`config.mk`:
```
export PLATFORM = sky130hd
export DESIGN_NAME = if_fetch_queue
export DESIGN_NICKNAME = d
export VERILOG_FILES = /design/src/rtl/if_pkg.sv /design/src/rtl/if_queue_mem.sv /design/src/rtl/if_fetch_queue.sv
export SDC_FILE = /design/constraint.sdc
export NUM_CORES = 1
export LEC_CHECK = 0
export ABC_CLOCK_PERIOD_IN_PS = 4450
export CORE_MARGIN = 4
export CORE_UTILIZATION = 45
export CTS_BUF_LIST = sky130_fd_sc_hd__clkbuf_8 sky130_fd_sc_hd__clkbuf_16
export DETAILED_ROUTE_END_ITERATION = 10
export DONT_BUFFER_PORTS = 1
export GPL_TIMING_DRIVEN = 0
export PLACE_DENSITY = 0.63
export SYNTH_ARGS = -nofsm -noshare
export SYNTH_HDL_FRONTEND = slang
export SYNTH_SLANG_ARGS = --single-unit
```
`constraint.sdc`:
```
create_clock -name clk -period 4.45 [get_ports clk]
set_input_delay 1.1125 -clock clk [delete_from_list [all_inputs] [get_ports clk]]
set_output_delay 1.1125 -clock clk [all_outputs]
set_load 0.05 [all_outputs]
```
`src/rtl/if_pkg.sv`:
```
// Shared definitions for the instruction-fetch queue.
//   IF_NOP_INSTR : filler instruction shown when the queue head is empty
//                  (AND r0,r0,r0, cond AL)
//   IF_PC_W      : default pc field width
//   IF_INSTR_W   : default instruction field width
//   if_entry_t   : one queued {pc, instruction} pair at the default widths
package if_pkg;

  localparam int IF_PC_W    = 32;
  localparam int IF_INSTR_W = 32;

  localparam logic [IF_INSTR_W-1:0] IF_NOP_INSTR = 32'hE000_0000;

  typedef struct packed {
    logic [IF_PC_W-1:0]    pc;
    logic [IF_INSTR_W-1:0] instruction;
  } if_entry_t;

endpackage

```
`src/rtl/if_queue_mem.sv`:
```
// Storage array for the fetch queue: DEPTH words of WIDTH bits.
// Ports:
//   clk   in  clock
//   we    in  write enable (synchronous write at posedge clk)
//   waddr in  write address
//   wdata in  write data
//   raddr in  read address (asynchronous read)
//   rdata out word stored at raddr
// The array carries no reset; which words are meaningful is tracked by the
// occupancy counter in the parent.
module if_queue_mem #(
  parameter int WIDTH = 64,
  parameter int DEPTH = 4
) (
  input  logic                     clk,
  input  logic                     we,
  input  logic [$clog2(DEPTH)-1:0] waddr,
  input  logic [WIDTH-1:0]         wdata,
  input  logic [$clog2(DEPTH)-1:0] raddr,
  output logic [WIDTH-1:0]         rdata
);

  logic [WIDTH-1:0] mem_q [DEPTH];

  always_ff @(posedge clk) begin
    if (we) mem_q[waddr] <= wdata;
  end

  assign rdata = mem_q[raddr];

endmodule

```
`src/rtl/if_fetch_queue.sv`:
```
// DEPTH-entry FIFO of {pc, instruction} pairs between fetch and decode.
// Replaces the single IF/ID register so fetch keeps running while decode
// is frozen; flush discards everything, an empty head presents a NOP.
// Ports:
//   clk, rst              clock, synchronous active-high reset
//   in_valid/in_ready     fetch-side handshake (in_ready = not full)
//   pc_in, instruction_in fetched pc+4 and instruction
//   flush                 branch taken: drop all entries and the input
//   freeze                decode stalled: head holds
//   out_valid             head entry is real
//   pc, instruction       head entry, or 0 / NOP_INSTR when empty
//   count                 occupancy 0..DEPTH
// Optional (macro IF_QUEUE_STATS_EN):
//   full_stall_cycles     cycles fetch was blocked by a full queue (sat.)
//   flushed_entries       entries discarded by flushes (sat.)
module if_fetch_queue
  import if_pkg::*;
#(
  parameter int                 PC_W      = IF_PC_W,
  parameter int                 INSTR_W   = IF_INSTR_W,
  parameter int                 DEPTH     = 4,
  parameter logic [INSTR_W-1:0] NOP_INSTR = INSTR_W'(IF_NOP_INSTR)
) (
  input  logic                     clk,
  input  logic                     rst,
  input  logic                     in_valid,
  output logic                     in_ready,
  input  logic [PC_W-1:0]          pc_in,
  input  logic [INSTR_W-1:0]       instruction_in,
  input  logic                     flush,
  input  logic                     freeze,
  output logic                     out_valid,
  output logic [PC_W-1:0]          pc,
  output logic [INSTR_W-1:0]       instruction,
  output logic [$clog2(DEPTH):0]   count
`ifdef IF_QUEUE_STATS_EN
  ,
  output logic [15:0]              full_stall_cycles,
  output logic [15:0]              flushed_entries
`endif
);

  localparam int PTR_W = $clog2(DEPTH);
  localparam int CNT_W = $clog2(DEPTH) + 1;
  localparam int ENT_W = PC_W + INSTR_W;

  logic [PTR_W-1:0] rd_ptr_q, rd_ptr_d;
  logic [PTR_W-1:0] wr_ptr_q, wr_ptr_d;
  logic [CNT_W-1:0] count_q, count_d;
  logic             push, pop;
  logic [ENT_W-1:0] head;

  // Ready and valid come from registered occupancy only, so neither flush
  // nor freeze has a combinational path to in_ready.
  assign in_ready  = (count_q != CNT_W'(DEPTH));
  assign out_valid = (count_q != '0);
  assign push      = in_valid & in_ready & ~flush;
  assign pop       = out_valid & ~freeze & ~flush;

  if_queue_mem #(
    .WIDTH (ENT_W),
    .DEPTH (DEPTH)
  ) u_mem (
    .clk   (clk),
    .we    (push),
    .waddr (wr_ptr_q),
    .wdata ({pc_in, instruction_in}),
    .raddr (rd_ptr_q),
    .rdata (head)
  );

  assign pc          = out_valid ? head[ENT_W-1:INSTR_W] : '0;
  assign instruction = out_valid ? head[INSTR_W-1:0]     : NOP_INSTR;

  // Pointer widths match log2(DEPTH), so increments wrap modulo DEPTH.
  always_comb begin
    rd_ptr_d = rd_ptr_q;
    wr_ptr_d = wr_ptr_q;
    count_d  = count_q;
    if (flush) begin
      rd_ptr_d = '0;
      wr_ptr_d = '0;
      count_d  = '0;
    end else begin
      if (push) wr_ptr_d = wr_ptr_q + PTR_W'(1);
      if (pop)  rd_ptr_d = rd_ptr_q + PTR_W'(1);
      if (push && !pop)      count_d = count_q + CNT_W'(1);
      else if (pop && !push) count_d = count_q - CNT_W'(1);
    end
  end

  always_ff @(posedge clk) begin
    if (rst) begin
      rd_ptr_q <= '0;
      wr_ptr_q <= '0;
      count_q  <= '0;
    end else begin
      rd_ptr_q <= rd_ptr_d;
      wr_ptr_q <= wr_ptr_d;
      count_q  <= count_d;
    end
  end

  assign count = count_q;

`ifdef IF_QUEUE_STATS_EN
  logic [15:0] stall_q, stall_d;
  logic [15:0] flushed_q, flushed_d;

  function automatic logic [15:0] sat_add16(input logic [15:0] a,
                                            input logic [16:0] b);
    logic [16:0] sum;
    sum = {1'b0, a} + b;
    return sum[16] ? 16'hFFFF : sum[15:0];
  endfunction

  always_comb begin
    stall_d   = stall_q;
    flushed_d = flushed_q;
    if (in_valid && !in_ready) stall_d = sat_add16(stall_q, 17'd1);
    // The entry offered in the flush cycle counts as discarded too.
    if (flush) flushed_d = sat_add16(flushed_q, 17'(count_q) + 17'(in_valid));
  end

  always_ff @(posedge clk) begin
    if (rst) begin
      stall_q   <= '0;
      flushed_q <= '0;
    end else begin
      stall_q   <= stall_d;
      flushed_q <= flushed_d;
    end
  end

  assign full_stall_cycles = stall_q;
  assign flushed_entries   = flushed_q;
`endif

endmodule

```
==> flow_summary.ini <==
[synth]
synth_top_area_share_pct = 75.3
ys_warn_count = 0
synth_xor_xnor_area_share_pct = 0.172
synth_top_family_by_area = multiplexers
async_flop_share_pct = 0
synth.area.mux_share_pct = 14.2
synthTopCellsByArea = edfxtp_1 (75%), mux4_2 (14%), and2_1 (3.7%)
syn_inst = 457
netlist-cell-type-count = 31
syn_avg_cell_area_um2 = 22.3
synth_edf_count = 256
synth_compound_area_share_pct = 0.588
yosys.area_share.simple_pct = 5.09
syn-cell-area_mm2 = 0.0102
ys_seq_area_share_pct = 77.0
synth_most_common_cell = edfxtp_1
synth_largest_area_cell = edfxtp_1
yosys_register_bits = 265
yosys.area_share.adder_pct = 0.809
synth_nets = 532
synth_ff_type = edfxtp_1
synthTopCellsByCount = edfxtp_1 (256), mux4_2 (64), and2_1 (61)

[floorplanning]
start_util_pct = 46.2
core_area_mm2 = 0.0221
die_w_um = 159
dieArea_mm2 = 0.0252
rows = 54
die_h_um = 159
ios = 138

[global_route]
grt_pass1_wl_um = 28100
grt_max_degree = 55
grt_util_all_layers_pct = 14.8
grt_pass1_vias = 4818
antenna_found_initial = 0
overflow = 0

[clock_network]
clock_sinks = 265
cts_buffers = 27
h-tree-depth = 1
clk_latency_ns = 0.52
cts_tree = yes
cts_setup_buffers = 0
clock_path_buffers = 3
root_buffer = clkbuf_16
hold_buffers = 0
clkSlewWorstSetupHoldPaths_ns = 0.06

[critical_path]
cp-end-kind = output port
critical_path.max_stage_delay_ns = 0.77
worstPathRequired_ns = 3.34
rr_worst_depth = 9
cp.arrival_ns = 2.76
cp-start-kind = flip-flop
cp_slowest_cell = dfxtp_1
cp_cell_sequence = nor3_2 -> inv_2 -> clkbuf_2 -> and2_1
worstSetupPathType = reg2out
critPathMaxFanout = 10

[timing]
drv_slew = 0
skew_ns = 0.0164
tightest_slew_ns = 0.698
relSlewSlack_pct = 53.4
fmax_mhz = 258
fin_setup_tns_ns = 0
timing.final.crit_share_pct = 87.0
rsz0062_at_grt = false
hold_violations = 0
setup-violations-final = 0
period_needed_ns = 3.87

[place]
gp_congestion = 0.705
io_buffers = 0
post-dp-hpwl_um = 11100

[run_status]
outcome = completed

[final_layout]
drive_above_1_share_pct = 24.9
diodes = 0
nNetsFinal = 565
area_growth_pct = 12.7
final_core_utilization_pct = 52.1

[worst_hold_path]
worstHoldPathType = reg2reg
holdPathStages = 2

[routing]
remaining_drc_errors = 0
drtIter0Drc = 216
antenna_left = 0
viasPerCell = 5.53
routed_wl_um = 18300
wire_per_inst_um = 23.3
vias = 4351
drt-pass1-iter-count = 6

[power_and_ir_drop]
vdd_ir_drop_max_mv = 0.291
power_density_mw_per_mm2 = 453
p_leak_nw = 3.59

[run]
cap_viol_max_count = 0
final cells by class:
type | count | area, µm²
Fill cell | 1739 | 10600
Clock buffer | 27 | 676
Clock inverter | 19 | 135
Buffer | 22 | 199
Tap cell | 280 | 350
Sequential cell | 265 | 7870
Timing Repair Buffer | 4 | 110
Inverter | 4 | 15.0
Multi-Input combinational cell | 166 | 2150
layout by cell type (no fill, tap or decap):
| master | netlist | final |
|---|---|---|
| clkinv_1 | 1 | 9 |
| a21o_1 | 1 | 1 |
| clkbuf_1 | 7 | 6 |
| nand2b_1 | 1 | 1 |
| dfxtp_1 | 9 | 9 |
| fa_1 | 1 | 1 |
| ha_1 | 5 | 5 |
| clkbuf_16 | 0 | 27 |
| o21ai_0 | 3 | 3 |
| or2_1 | 4 | 4 |
| nand3_1 | 1 | 1 |
| clkinvlp_4 | 0 | 2 |
| nand4_1 | 1 | 1 |
| nor3_2 | 1 | 1 |
| buf_12 | 6 | 6 |
| buf_16 | 0 | 4 |
| or3b_1 | 1 | 1 |
| edfxtp_1 | 256 | 256 |
| and2_4 | 1 | 1 |
| and3_4 | 0 | 4 |
| inv_1 | 2 | 6 |
| clkinv_2 | 0 | 3 |
| nor2_1 | 3 | 3 |
| or3_1 | 4 | 4 |
| mux2i_1 | 1 | 1 |
| inv_2 | 1 | 1 |
| bufinv_16 | 0 | 2 |
| o31ai_2 | 1 | 1 |
| buf_6 | 1 | 1 |
| a21oi_1 | 5 | 5 |
| nor2b_1 | 1 | 1 |
| xor2_1 | 2 | 2 |
| and2_1 | 61 | 61 |
| clkbuf_2 | 1 | 2 |
| buf_2 | 7 | 7 |
| mux4_2 | 64 | 64 |
worst paths after layout:
path	from	to	slack, ns
setup / recovery	count[0]	instruction[24]	0.58
hold / removal	rd_ptr_q[1]	rd_ptr_q[1]	0.51
setup reg to reg	count[0]	count[2]	1.60
hold reg to reg	rd_ptr_q[1]	rd_ptr_q[1]	0.51
power by group:
part	internal [mW]	total, mW	switching (mW)
sequential	2.78	2.79	0.0154
combinational	0.0884	0.356	0.268
clock	1.20	2.06	0.853
registers in the layout (all words and copies together) (netlist names), named ones only:
name,cells
u_mem.mem_q,256
count,3
rd_ptr_q,2
wr_ptr_q,2
repair_timing:
action                                 4_1_cts  5_1_grt
endpoints found under the hold margin        0        0
gates resized for setup                      0        3
setup endpoints to repair                    0        7
layer usage:
metal,track usage [%],share of wire [%]
met3,4.24,7.5
met2,25.9,52
met1,18.3,39
met5,0,0
met4,3.90,1.8
worst max-delay path: cells and delay by family (launching register included):
family / cells / cell delay [ns]
simple gates: 2 / 0.78
flops: 1 / 0.77
buf+inv: 2 / 0.69
metrics by stage:
stage | setup WS [ns] | total power, mW | std cells | hold slack [ns] | instance area, µm²
floorplan | 0.996 | 3.15 | 457 | 0.459 | 10200
global route | 0.382 | 5.40 | 787 | 0.552 | 11500
finish | 0.577 | 5.21 | 787 | 0.510 | 11500
global placement | -0.287 | 3.20 | 737 | 0.469 | 10600
detailed placement | 0.665 | 3.21 | 741 | 0.508 | 10700
CTS | 0.0997 | 5.28 | 787 | 0.519 | 11500
cell families after synthesis:
logic type | count (synthesis)
adders and majority gates | 6
xor gates and xnor gates | 2
DFF | 265
and+or+nand+nor | 83
AOI/OAI and AO/OA | 10
buffers and inverters | 26
muxes | 65
(Power assumes the default switching activity.)
